===== src/rtl/rice_regfile_ctrl.sv =====
// rice_regfile_ctrl: busy scoreboard, RAW/WAW issue stall and round-robin writeback arbitration for the 32-entry register file
//   i_clk, i_rst                   clock, synchronous active-high reset
//   i_issue_valid/i_issue_inst     decoded instruction from issue; o_issue_ready accepts it
//   i_alu_wb_* / i_lsu_wb_*        writeback requests (valid, rd, data); o_*_wb_ready grants
//   o_rf_we/o_rf_waddr/o_rf_wdata  register-file write port
//   o_busy, o_pending_count        scoreboard bits and their population count
//   o_wb_error                     sticky: writeback granted to a non-busy register
//   RICE_REGFILE_CTRL_BYPASS_EN    registers being written back count as free; adds o_fwd_rs1_hit/o_fwd_rs2_hit
module rice_regfile_ctrl #(
    parameter int XLEN = 32
) (
    input  logic            i_clk,
    input  logic            i_rst,
    input  logic            i_issue_valid,
    input  logic [31:0]     i_issue_inst,
    output logic            o_issue_ready,
    input  logic            i_alu_wb_valid,
    input  logic [4:0]      i_alu_wb_rd,
    input  logic [XLEN-1:0] i_alu_wb_data,
    output logic            o_alu_wb_ready,
    input  logic            i_lsu_wb_valid,
    input  logic [4:0]      i_lsu_wb_rd,
    input  logic [XLEN-1:0] i_lsu_wb_data,
    output logic            o_lsu_wb_ready,
    output logic            o_rf_we,
    output logic [4:0]      o_rf_waddr,
    output logic [XLEN-1:0] o_rf_wdata,
    output logic [31:0]     o_busy,
`ifdef RICE_REGFILE_CTRL_BYPASS_EN
    output logic            o_fwd_rs1_hit,
    output logic            o_fwd_rs2_hit,
`endif
    output logic [5:0]      o_pending_count,
    output logic            o_wb_error
);
    logic [31:0] r_busy;
    logic [5:0]  r_count;
    logic        r_last_lsu;
    logic        r_wb_error;
    logic [6:0]  w_op;
    logic [4:0]  w_rs1, w_rs2, w_rd;
    logic        w_is_i, w_is_sb, w_is_uj;
    logic        w_use_rs1, w_use_rs2, w_wr_rd;
    logic [31:0] w_clr, w_kept, w_chk, w_set;
    logic        w_set_en, w_inc, w_dec;
    logic        w_unused;

    assign w_op  = i_issue_inst[6:0];
    assign w_rd  = i_issue_inst[11:7];
    assign w_rs1 = i_issue_inst[19:15];
    assign w_rs2 = i_issue_inst[24:20];
    assign w_unused = ^{i_issue_inst[31:25], i_issue_inst[14:12]};

    // I: load, op-imm, jalr; S/B: store, branch; U/J: lui, auipc, jal; anything else is R
    assign w_is_i  = (w_op == 7'b0000011) || (w_op == 7'b0010011) || (w_op == 7'b1100111);
    assign w_is_sb = (w_op == 7'b0100011) || (w_op == 7'b1100011);
    assign w_is_uj = (w_op == 7'b0110111) || (w_op == 7'b0010111) || (w_op == 7'b1101111);
    assign w_use_rs1 = !w_is_uj;
    assign w_use_rs2 = !(w_is_i || w_is_uj);
    assign w_wr_rd   = !w_is_sb;

    // ALU wins a conflict when LSU won the previous one; lone requesters win outright
    assign o_alu_wb_ready = i_alu_wb_valid && (!i_lsu_wb_valid || r_last_lsu);
    assign o_lsu_wb_ready = i_lsu_wb_valid && !o_alu_wb_ready;
    assign o_rf_waddr = o_alu_wb_ready ? i_alu_wb_rd : i_lsu_wb_rd;
    assign o_rf_wdata = o_alu_wb_ready ? i_alu_wb_data : i_lsu_wb_data;
    assign o_rf_we    = (o_alu_wb_ready || o_lsu_wb_ready) && (o_rf_waddr != 5'd0);

    assign w_clr  = o_rf_we ? (32'd1 << o_rf_waddr) : 32'd0;
    assign w_kept = r_busy & ~w_clr;
`ifdef RICE_REGFILE_CTRL_BYPASS_EN
    assign w_chk = w_kept;
    assign o_fwd_rs1_hit = w_use_rs1 && (w_rs1 != 5'd0) && o_rf_we && (w_rs1 == o_rf_waddr);
    assign o_fwd_rs2_hit = w_use_rs2 && (w_rs2 != 5'd0) && o_rf_we && (w_rs2 == o_rf_waddr);
`else
    assign w_chk = r_busy;
`endif

    // busy[0] is never set, so x0 operands cannot stall
    assign o_issue_ready = !((w_use_rs1 && w_chk[w_rs1]) || (w_use_rs2 && w_chk[w_rs2]) || (w_wr_rd && w_chk[w_rd]));
    assign w_set_en = i_issue_valid && o_issue_ready && w_wr_rd && (w_rd != 5'd0);
    assign w_set    = w_set_en ? (32'd1 << w_rd) : 32'd0;

    // clear-then-set on one busy register nets to zero change
    assign w_inc = w_set_en && !w_kept[w_rd];
    assign w_dec = o_rf_we && r_busy[o_rf_waddr];

    always_ff @(posedge i_clk) begin
        if (i_rst) begin
            r_busy     <= '0;
            r_count    <= '0;
            r_last_lsu <= 1'b1;
            r_wb_error <= 1'b0;
        end else begin
            r_busy  <= w_kept | w_set;
            r_count <= r_count + 6'(w_inc) - 6'(w_dec);
            if (i_alu_wb_valid && i_lsu_wb_valid)
                r_last_lsu <= o_lsu_wb_ready;
            if (o_rf_we && !r_busy[o_rf_waddr])
                r_wb_error <= 1'b1;
        end
    end

    assign o_busy          = r_busy;
    assign o_pending_count = r_count;
    assign o_wb_error      = r_wb_error;
endmodule


===== config.mk =====
export PLATFORM = sky130hd
export DESIGN_NAME = rice_regfile_ctrl
export DESIGN_NICKNAME = d
export VERILOG_FILES = /design/src/rtl/rice_regfile_ctrl.sv
export SDC_FILE = /design/constraint.sdc
export NUM_CORES = 1
export LEC_CHECK = 0
export CORE_MARGIN = 8
export CORE_UTILIZATION = 40
export CTS_BUF_LIST = sky130_fd_sc_hd__clkbuf_2
export CTS_CLUSTER_SIZE = 14
export DETAILED_ROUTE_END_ITERATION = 8
export HOLD_SLACK_MARGIN = 0.06
export PLACE_DENSITY = 0.83
export SYNTH_ARGS = -nofsm -noshare
export SYNTH_HDL_FRONTEND = slang
export SYNTH_SLANG_ARGS = --single-unit

===== constraint.sdc =====
create_clock -name i_clk -period 6 [get_ports i_clk]
set_clock_uncertainty 0.05 [all_clocks]
set_input_delay 1.2 -clock i_clk [delete_from_list [all_inputs] [get_ports i_clk]]
set_output_delay 1.2 -clock i_clk [all_outputs]
set_load 0.005 [all_outputs]

---- Yosys cells after proc, flatten, opt, wreduce, memory -nomap -nowiden ----
Index checks and enable logic that the tools add are counted.
Widths: inputs -> output; s select.
word-level totals
  bits in registers ....................... 40
  bits of input ports ..................... 111
  output and inout bits ................... 80
  logic and storage cells ................. 70
operators by class
  $add $sub $neg .......................... 2
  magnitude comparators ................... 4
  eq/ne operators ......................... 8
  shifts and indexed selects .............. 2
  mux-type cells .......................... 14
  bitwise operators ....................... 3
  reduce and logical (&&, ||, !) cells .... 33
operator list
  cell                  number
  $mux 32               3
  $shl 1x5->32 const A  2
  $and 32x32->32        1
  $not 32->32           1
  $or 32x32->32         1
  $bmux 1 s5            5
  $lt 5x6->1 const B    4
  $eq 7x7->1 const B    3
  $eq 7x5->1 const B    2
  $eq 7x6->1 const B    2
  $logic_and 1x1->1     13
  $logic_or 1x1->1      10
  $reduce_bool 5->1     2
  $logic_not 1->1       8
  $eq 7x2->1 const B    1
  $add 6x1->6           1
  $sub 6x1->6           1
  $mux 1                5
  $mux 5                1

---- Depth between registers and ports, before layout ----
  depth after elaboration ................. 16
  gate-level depth with buffers ........... 19
  gate-level depth less buffers ........... 18

---- Least setup slack after synthesis ----
OpenSTA, ideal clock, no wires.
  path kind ............................... input to register
  start point ............................. in i_issue_inst[7]
  end point ............................... reg r_count[4], in the netlist o_pending_count[4]
  library setup time ...................... 128 ps
  arrival time ............................ 4,510 ps
  required time ........................... 5,822 ps
  slack ................................... 1,312 ps
  cell stages on the path ................. 18
  path buffers ............................ 2
  cell sequence ........................... clkbuf_1 clkbuf_1 mux4_2 mux4_2 nand2_1 o21ai_0 a21oi_1 nand4_1 ha_1 inv_1 ha_1 inv_1 fa_1 inv_1 a21o_1 a21oi_1 xor2_1 nor2_1
on the way
  word-level cells in the longest chain between the ends .. 11
  elaborated cells on any way between the ends .. 15
  classes of those cells .................. add/sub: 2; mux: 4; reduce/logical: 9
RTL lines
  item                             line  source
  from (decl)                      15    input logic [31:0] i_issue_inst,
  $bmux 1 s5                       80    assign o_issue_ready = !((w_use_rs1 && w_chk[w_rs1]) || (w_use_rs2 && w_chk[w_rs2]) || (w_wr_rd && w_chk[w_rd] ...
  $mux 1 (not written as such)     80
  $logic_and 1x1->1                80
  $logic_or 1x1->1                 80
  $logic_not 1->1                  80
  named net o_issue_ready          16    output logic o_issue_ready,
  $logic_and 1x1->1 (3 in series)  81    assign w_set_en = i_issue_valid && o_issue_ready && w_wr_rd && (w_rd != 5'd0);
  $logic_and 1x1->1                85    assign w_inc = w_set_en && !w_kept[w_rd];
  $add 6x1->6                      96    r_count <= r_count + 6'(w_inc) - 6'(w_dec);
  $sub 6x1->6                      96
  to (signal assigned)             96
  to (decl)                        37    logic [5:0] r_count;
The timed path passes the listed nets, and every way through them passes these cells. The select of a mux whose other input is x is not followed.
A chain may end at the register's enable or synchronous reset.

---- Worst setup path after layout ----
  start point ............................. in i_issue_inst[20]
  end point ............................... out o_issue_ready
on the way
  word-level cells in the longest chain between the ends .. 6
RTL lines
  item                            line
  $bmux 1 s5                      80
  $mux 1 (not written as such)    80
  $logic_and 1x1->1               80
  $logic_or 1x1->1 (2 in series)  80
  $logic_not 1->1                 80
  to (decl)                       16
Every way passes these cells. The select of a mux whose other input is x is not followed.

==> flow_metrics.env <==
export IMPL_ys_flop_type="dfxtp_1"
export IMPL_p_leak_nw=1.94
export IMPL_slew_viol_final=0
export IMPL_setup_tns_ns=0
export IMPL_synth_area_um2=3430
export IMPL_min_period_ns=5.54
export IMPL_dr_wl_met3_mm=1.76
export IMPL_hold_violations=0
export IMPL_syn_inst=374
export IMPL_first_pass_iters=5
export IMPL_rows=34
export IMPL_cts_sinks=40
export IMPL_gp_congestion=0.909
export IMPL_start_util_pct=40.4
export IMPL_synth_common_cells="dfxtp_1, nand2_1, mux2_2, mux4_2, nand3_1"
export IMPL_clk_latency_ns=0.42
export IMPL_ant_nets=0
export IMPL_post_dp_cell_area_um2=5340
export IMPL_crit_path_max_fanout=8
export IMPL_wire_per_inst_um=22.5
export IMPL_post_drt_via_cell_ratio=6.05
export IMPL_relSlewSlack_pct=35.8
export IMPL_cts_htree_levels=2
export IMPL_post_cts_buffers=0
export IMPL_vias=3969
export IMPL_hp_start="o_wb_error"
export IMPL_tightest_slew_ns=0.956
export IMPL_nets=665
export IMPL_hold_path_class="reg2reg"
export IMPL_wl_met1_mm=5.10
export IMPL_rsz0062_at_grt="false"
export IMPL_period_share_pct=92.3
export IMPL_cts_hold_buf=0
export IMPL_syn_avg_cell_area_um2=9.18
export IMPL_cts_reportedPaths_clkPinSlew_ns=0.18
export IMPL_synth_top_cell_area_share_pct=23.3
export IMPL_ir_drop_uv=104
export IMPL_cts_repair_resized=0
export IMPL_layout_drive_gt1_share_pct=14.8
export IMPL_cts_tree="yes"
export IMPL_drt_iter0_markers=306
export IMPL_grt_antenna_before_repair=0
export IMPL_numCtsBuffers=5
export IMPL_status="completed"
export IMPL_io_buffers=180
export IMPL_grt_max_degree=35
export IMPL_final_area_um2=5410
export IMPL_remaining_drc_errors=0
export IMPL_r2r_start="r_last_lsu"
export IMPL_synthesis_nets=492
export IMPL_yosysWarnings=0
export IMPL_finalSetupViolations=0
export IMPL_dieWidth_um=109
export IMPL_grt_pass1_wl_mm=22.7
export IMPL_timing_final_ws_setup_ns=0.459
export IMPL_core_um2=8510
export IMPL_dpl_hpwl_mm=12.1
export IMPL_critPathRequiredTime_ns=4.75
export IMPL_fmax_ghz=0.180
export IMPL_power_density_nw_per_um2=164
export IMPL_p_total_uw=888
export IMPL_ys_types=53
export IMPL_seq_area_frac_synth_pct=23.3
export IMPL_yosysTopAreaCell="dfxtp_1"
export IMPL_grt_overflow=0
export IMPL_cp_start_kind="input port"
export IMPL_async_flop_share_pct=0
export IMPL_die_h_um=109
export IMPL_io_pins=191
export IMPL_synth_edff_count=0
export IMPL_ys_seq_elements=40
export IMPL_dieArea_um2=11800
export IMPL_maxCapViolCount=0
export IMPL_criticalPathCategory="in2out"
export IMPL_fillers=704
export IMPL_end_kind="primary output"
export IMPL_post_place_ws_ns=0.457
export IMPL_synth_area_leaders="dfxtp_1, mux4_2, mux2_2"
export IMPL_routed_top_layer="met4"
export IMPL_critPathLaunch="i_issue_inst[20]"
export IMPL_wl_met2_mm=7.47
export IMPL_syn_to_final_growth_pct=57.4
export IMPL_synth_most_common_cell="dfxtp_1"
export IMPL_cts_root_buf="clkbuf_2"
export IMPL_wirelength_mm=14.8
export IMPL_antennaDiodeCount=0
export IMPL_first_global_vias=4131
export IMPL_clockBufferDepth=2
export IMPL_crit_arrival_ns=4.29
export IMPL_grt_total_usage_pct=24.6
-- logic make-up (layout without fill, tap and decap cells) --
family | after synthesis | after routing | synth area share (%)
xor gates and xnor gates | 5 | 5 | 1.28
DFF | 40 | 40 | 23.3
AOI/OAI and AO/OA | 81 | 81 | 15.7
adders and majority gates | 7 | 7 | 2.77
and+or+nand+nor | 119 | 119 | 17.7
buffers and inverters | 45 | 219 | 5.03
muxes | 77 | 77 | 34.2
-- layout by cell type (no fill, tap or decap), types with 2 or more instances in the layout --
master | netlist | final
a211o_1 | 2 | 2
a211oi_1 | 3 | 3
a21boi_0 | 2 | 2
a21o_1 | 2 | 2
a21oi_1 | 10 | 10
a221oi_1 | 2 | 2
a32o_1 | 5 | 5
and2_1 | 4 | 4
and3_1 | 2 | 2
buf_4 | 0 | 7
clkbuf_2 | 1 | 5
clkdlybuf4s50_1 | 0 | 180
clkinv_1 | 3 | 5
dfxtp_1 | 40 | 40
ha_1 | 6 | 6
inv_1 | 21 | 21
mux2_2 | 34 | 34
mux2i_1 | 14 | 14
mux4_2 | 29 | 29
nand2_1 | 35 | 34
nand2b_1 | 2 | 2
nand3_1 | 29 | 29
nand3b_1 | 2 | 2
nor2_1 | 20 | 20
nor2b_1 | 5 | 5
nor3_1 | 4 | 4
nor3b_1 | 3 | 3
o21ai_0 | 17 | 17
o21ai_1 | 15 | 15
o221ai_1 | 8 | 8
o22ai_1 | 3 | 3
o311ai_0 | 5 | 5
or3_1 | 4 | 4
xnor2_1 | 2 | 2
xor2_1 | 3 | 3
-- stage by stage --
stage / std cells / utilization (%) / hold slack, ns
2_1_floorplan: 374 / - / 0.416
3_3_place_gp: 648 / 62.8 / 0.409
3_5_place_dp: 648 / 62.8 / 0.417
4_1_cts: 656 / 63.5 / 0.463
5_1_grt: 656 / 63.5 / 0.491
6_report: 656 / 63.5 / 0.456
-- critical path, cell delays in order --
cell and delay [ns]:
clkdlybuf4s50_1 0.81, mux4_2 0.62, mux4_2 0.47, mux2i_1 0.16
o22ai_1 0.22, a21oi_1 0.26, clkdlybuf4s50_1 0.54
-- final timing paths --
check	endpoint	slack [ns]	cells after the start
setup / recovery	o_issue_ready	0.46	7
hold / removal	o_wb_error	0.46	1
setup reg to reg	o_pending_count[5]	1.84	17
hold reg to reg	o_wb_error	0.46	1
-- power breakdown --
group	total, mW	switching, mW	leakage (nW)	internal [mW]
clock network	0.161	0.0927	0.0380	0.0679
registers	0.306	0.0188	0.325	0.287
logic	0.422	0.180	1.57	0.242
total	0.888	0.292	1.94	0.597
-- layout make-up --
type	instances	area (um2)	area share [%]
sequential	40	801	14.8
clock inverter	3	37.5	0.694
multi-input combinational	289	2460	45.6
timing repair buffer	187	1850	34.3
tap	108	135	2.50
clock buffer	5	25.0	0.463
inverter	24	90.1	1.67
-- registers in the layout (all words and copies together) (netlist names) --
| register | cells |
|---|---|
| o_busy | 32 |
| r_last_lsu | 1 |
| o_pending_count | 6 |
| o_wb_error | 1 |
-- routing by layer --
metal	GRT usage, %	vias up
met5	0	-
met4	9.68	0
met3	7.98	35
met2	43.9	285
met1	26.5	1868
li1	-	1781
(Power assumes the default switching activity.)
==> patch 1, RTL diff (same settings) <==
Add a define of `RICE_REGFILE_CTRL_BYPASS_EN`.
--- a/src/rtl/rice_regfile_ctrl.sv
+++ b/src/rtl/rice_regfile_ctrl.sv
@@ -6,6 +6,8 @@
 //   o_busy, o_pending_count        scoreboard bits and their population count
 //   o_wb_error                     sticky: writeback granted to a non-busy register
 //   RICE_REGFILE_CTRL_BYPASS_EN    registers being written back count as free; adds o_fwd_rs1_hit/o_fwd_rs2_hit
+`define RICE_REGFILE_CTRL_BYPASS_EN
+
 module rice_regfile_ctrl #(
     parameter int XLEN = 32
 ) (
Behaviour (old outputs only; new: o_fwd_rs1_hit and o_fwd_rs2_hit): not the same (a bounded check fails within 4 cycles, from zero or initial values and one cycle with i_rst high).
==> patch 1 against the original RTL <==
Total power up 11%; routed wire length up 54%; count of clock-buffer cells in the layout unchanged; critical path type unchanged; area after synthesis up 45%; first-iteration DRC count rose to 2.5 times the old value; design area up 31%; synthesized cell count up 75%; largest cell class unchanged; worst setup slack worse by 300 ps; sequential cell count unchanged.
==> patch 1: results (changes against the original RTL) <==
Final Net Count -> 945 (was 665)
DR pass1 iterations -> 6 (was 5)
power per cell area -> 139 mW/mm^2 (was 164 mW/mm^2)
largest net degree at the start of global routing -> 46 (was 35)
routing usage on met3 -> 4.87% (was 7.98%)
Peak VDD IR -> 230 uV (was 104 uV)
DR vias/cell -> 6.23 (was 6.05)
ys flop type -> dfxtp_1 (unchanged)
invs w/o clock -> 34 (was 24)
fraction of layout cells with a size suffix above 1 -> 17.9% (was 14.8%)
Clock-cell share -> 0.652% (was 1.16%)
number of diodes -> 0 (unchanged)
Worst setup startpoint -> i_alu_wb_rd[4] (was i_issue_inst[20])
post-synth cell types -> 92 (was 53)
met1 usage -> 32.5% (was 26.5%)
top post-synthesis cells by area -> dfxtp_1, mux2_2, o22ai_2 (was dfxtp_1, mux4_2, mux2_2)
post-synthesis mux area share -> 9.74% (was 34.2%)
Compound-Gate Fraction of Synth Area -> 32.9% (was 15.7%)
commonest cells in the synthesized netlist -> nand2_1, nand3_1, nor2_1, dfxtp_1, mux2_2 (was dfxtp_1, nand2_1, mux2_2, mux4_2, nand3_1)
routability cong. -> 1.02 (was 0.909)
GR Util All Layers -> 26.2% (was 24.6%)
internal reg-to-reg setup slack -> 1480 ps (was 1840 ps)
routed len/inst -> 22.9 um (was 22.5 um)
CP max FO -> 7 (was 8)
Placement Setup Slack -> 83.2 ps (was 457 ps)
hold path depth -> 2 (was 1)
filler instances -> 1,117 (was 704)
Seq area share -> 11.3% (was 14.8%)
Initial DRC Count -> 770 (was 306)
vias in the first global route -> 5,831 (was 4,131)
Met1 Wirelength -> 8.87 mm (was 5.10 mm)
met3 WL post-DR -> 2.58 mm (was 1.76 mm)
multi-input gates -> 529 (was 289)
routing usage on met2 -> 44.5% (was 43.9%)
Reg power frac -> 30.7% (was 34.4%)
wire length on met2 -> 10.6 mm (was 7.47 mm)
relative max-transition margin -> 25.9% (was 35.8%)
global-route wire length before repair -> 33.9 mm (was 22.7 mm)
post-synthesis adder-cell area fraction -> 1.91% (was 2.77%)
net count after synthesis -> 773 (was 492)
r2r endpoint -> o_pending_count[4] (was o_pending_count[5])
NonClk Buf Share -> 29.3% (was 34.3%)
XOR/XNOR Fraction of Synth Area -> 1.76% (was 1.28%)
Arr. time, crit path -> 4590 ps (was 4290 ps)
Max Freq -> 171 MHz (was 180 MHz)
leak pwr -> 2.38 nW (was 1.94 nW)
DP HPWL -> 18.3 mm (was 12.1 mm)
multi-input combinational area share -> 54.0% (was 45.6%)
post-synthesis sequential area ratio -> 16.1% (was 23.3%)
clock-pin slew on the worst setup and hold paths -> 220 ps (was 180 ps)
outcome -> completed (unchanged)
## patch 1: cell count changes after synthesis, sizes merged, moves of 9 or more
| cell | delta |
|---|---|
| nor3 | +12 |
| nor2 | +22 |
| nand2 | +40 |
| inv | +12 |
| o22ai | +39 |
| mux4 | -29 |
| nand3 | +30 |
| clkbuf | +12 |
| buf | +19 |
| o211ai | +14 |
| a21oi | +12 |
| a311oi | +10 |
| nor4b | +9 |
## patch 1: critical path: stages
cell	delay (ps)
clkdlybuf4s50_1	670
nand2_1	250
nor3_2	330
o22ai_1	250
a2111oi_1	540
buf_4	190
a31oi_1	30
and4_1	190
a2111oi_4	210
nand3_2	160
inv_2	80
clkdlybuf4s50_1	500
## patch 1: per-stage QoR
step | instances | cell area, um^2 | hold slack (ps)
floorplan | 655 | 4970 | 406
global placement | 988 | 7010 | 403
detailed placement | 988 | 7010 | 403
CTS | 996 | 7050 | 447
global route | 996 | 7100 | 470
finish | 996 | 7100 | 448
==> patch 2, RTL diff (same flow settings) <==
Made on the original files. Register the output `o_pending_count` once more, cleared by the reset; this adds one clock of latency there. The other outputs are not delayed to match.
--- a/src/rtl/rice_regfile_ctrl.sv
+++ b/src/rtl/rice_regfile_ctrl.sv
@@ -102,7 +102,13 @@
     end
 
     assign o_busy          = r_busy;
-    assign o_pending_count = r_count;
+    always_ff @(posedge i_clk) begin
+        if (i_rst) begin
+            o_pending_count <= '0;
+        end else begin
+            o_pending_count <= r_count;
+        end
+    end
     assign o_wb_error      = r_wb_error;
 endmodule
 
Formal check against the unedited RTL: not equivalent (a bounded check fails within 4 cycles, from zero or initial values and one cycle with i_rst high).
==> patch 2 against the original RTL <==
Area after synthesis grew 5.1%; worst setup slack improved by 7.6 ps; design area rose by 2.3%; clock power fell by 11%; final cell count increased by 10%; sequential share of layout area grew 1.8 points; routed wire length is 1.0% higher; die area grew 4.3%; largest power group unchanged; sequential cell count increased by 6; core utilization down 0.10 points; total power rose by 3.3%; global-route usage down 1.1 points.
==> patch 2: results (changes against the original RTL) <==
Critical Path Max Stage Delay -> 830 ps (was 810 ps)
met3 WL post-DR -> 1.73 mm (was 1.76 mm)
later-pin clock latency in the skew report -> 440 ps (was 420 ps)
Clock-cell share -> 0.905% (was 1.16%)
GR Util All Layers -> 23.5% (was 24.6%)
number of diodes -> 1 (was 0)
vias in the first global route -> 4,392 (was 4,131)
outcome -> completed (unchanged)
fraction of layout cells with a size suffix above 1 -> 9.77% (was 14.8%)
multi-input combinational area share -> 45.5% (was 45.6%)
DR pass1 iterations -> 7 (was 5)
global-route wire length before repair -> 24.0 mm (was 22.7 mm)
leak pwr -> 2.11 nW (was 1.94 nW)
routability cong. -> 0.940 (was 0.909)
Arr. time, crit path -> 4280 ps (was 4290 ps)
filler instances -> 718 (was 704)
NonClk Buf Share -> 33.4% (was 34.3%)
initial antenna violation count -> 1 (was 0)
Final Net Count -> 731 (was 665)
net count after synthesis -> 566 (was 492)
post-synth cell types -> 54 (was 53)
Met1 Wirelength -> 5.46 mm (was 5.10 mm)
top post-synthesis cells by area -> dfxtp_1, mux4_2, nand2_1 (was dfxtp_1, mux4_2, mux2_2)
DP HPWL -> 12.0 mm (was 12.1 mm)
Yosys reg bits -> 46 (was 40)
Worst Hold Slack -> 445 ps (was 456 ps)
relative max-transition margin -> 33.4% (was 35.8%)
post-synthesis sequential area ratio -> 25.5% (was 23.3%)
internal reg-to-reg setup slack -> 1710 ps (was 1840 ps)
clock-pin slew on the worst setup and hold paths -> 250 ps (was 180 ps)
wire length on met2 -> 7.27 mm (was 7.47 mm)
FF+latch area -> 921 um^2 (was 801 um^2)
Peak VDD IR -> 88.5 uV (was 104 uV)
## patch 2: where the power goes
group | switching [mW] | leakage (nW) | total (mW) | internal (mW)
clock network | 0.113 | 0.0296 | 0.144 | 0.0311
logic | 0.193 | 1.71 | 0.422 | 0.229
registers | 0.0173 | 0.374 | 0.352 | 0.335
total | 0.323 | 2.11 | 0.918 | 0.595
## patch 2: cell families after synthesis
kind of cell | share of synthesized area (%)
AO/OA/AOI/OAI | 17.2
AND/OR/NAND/NOR | 25.4
buffers and inverters | 4.72
multiplexers | 23.3
XOR/XNOR | 1.21
flip-flops | 25.5
adder cells (fa/ha/maj) | 2.64
## patch 2: metal layers
layer / track usage, % / vias up
li1: - / 1960
met1: 26.1 / 1985
met3: 7.90 / 40
met5: 0 / -
met2: 40.6 / 302
met4: 8.74 / 0
## patch 2: per-stage QoR
| stage | cells | instance area [um^2] | util, % | setup slack (ps) | power, mW |
|---|---|---|---|---|---|
| after floorplan | 448 | 3610 | - | 1340 | 0.581 |
| after global placement | 714 | 5480 | 62.8 | 510 | 0.765 |
| after detailed placement | 714 | 5480 | 62.8 | 422 | 0.780 |
| after CTS | 722 | 5530 | 63.4 | 471 | 0.921 |
| after global routing | 723 | 5530 | 63.4 | 301 | 0.973 |
| final | 723 | 5530 | 63.4 | 467 | 0.918 |
## patch 2: path summary, 6_finish.rpt
path / start / end / depth (start not counted)
worst min register to register: r_count[5] / o_pending_count[5] / 1
worst min-delay path: r_count[5] / o_pending_count[5] / 1
worst max register to register: r_last_lsu / r_count[5] / 17
worst max-delay path: i_issue_inst[15] / o_issue_ready / 7
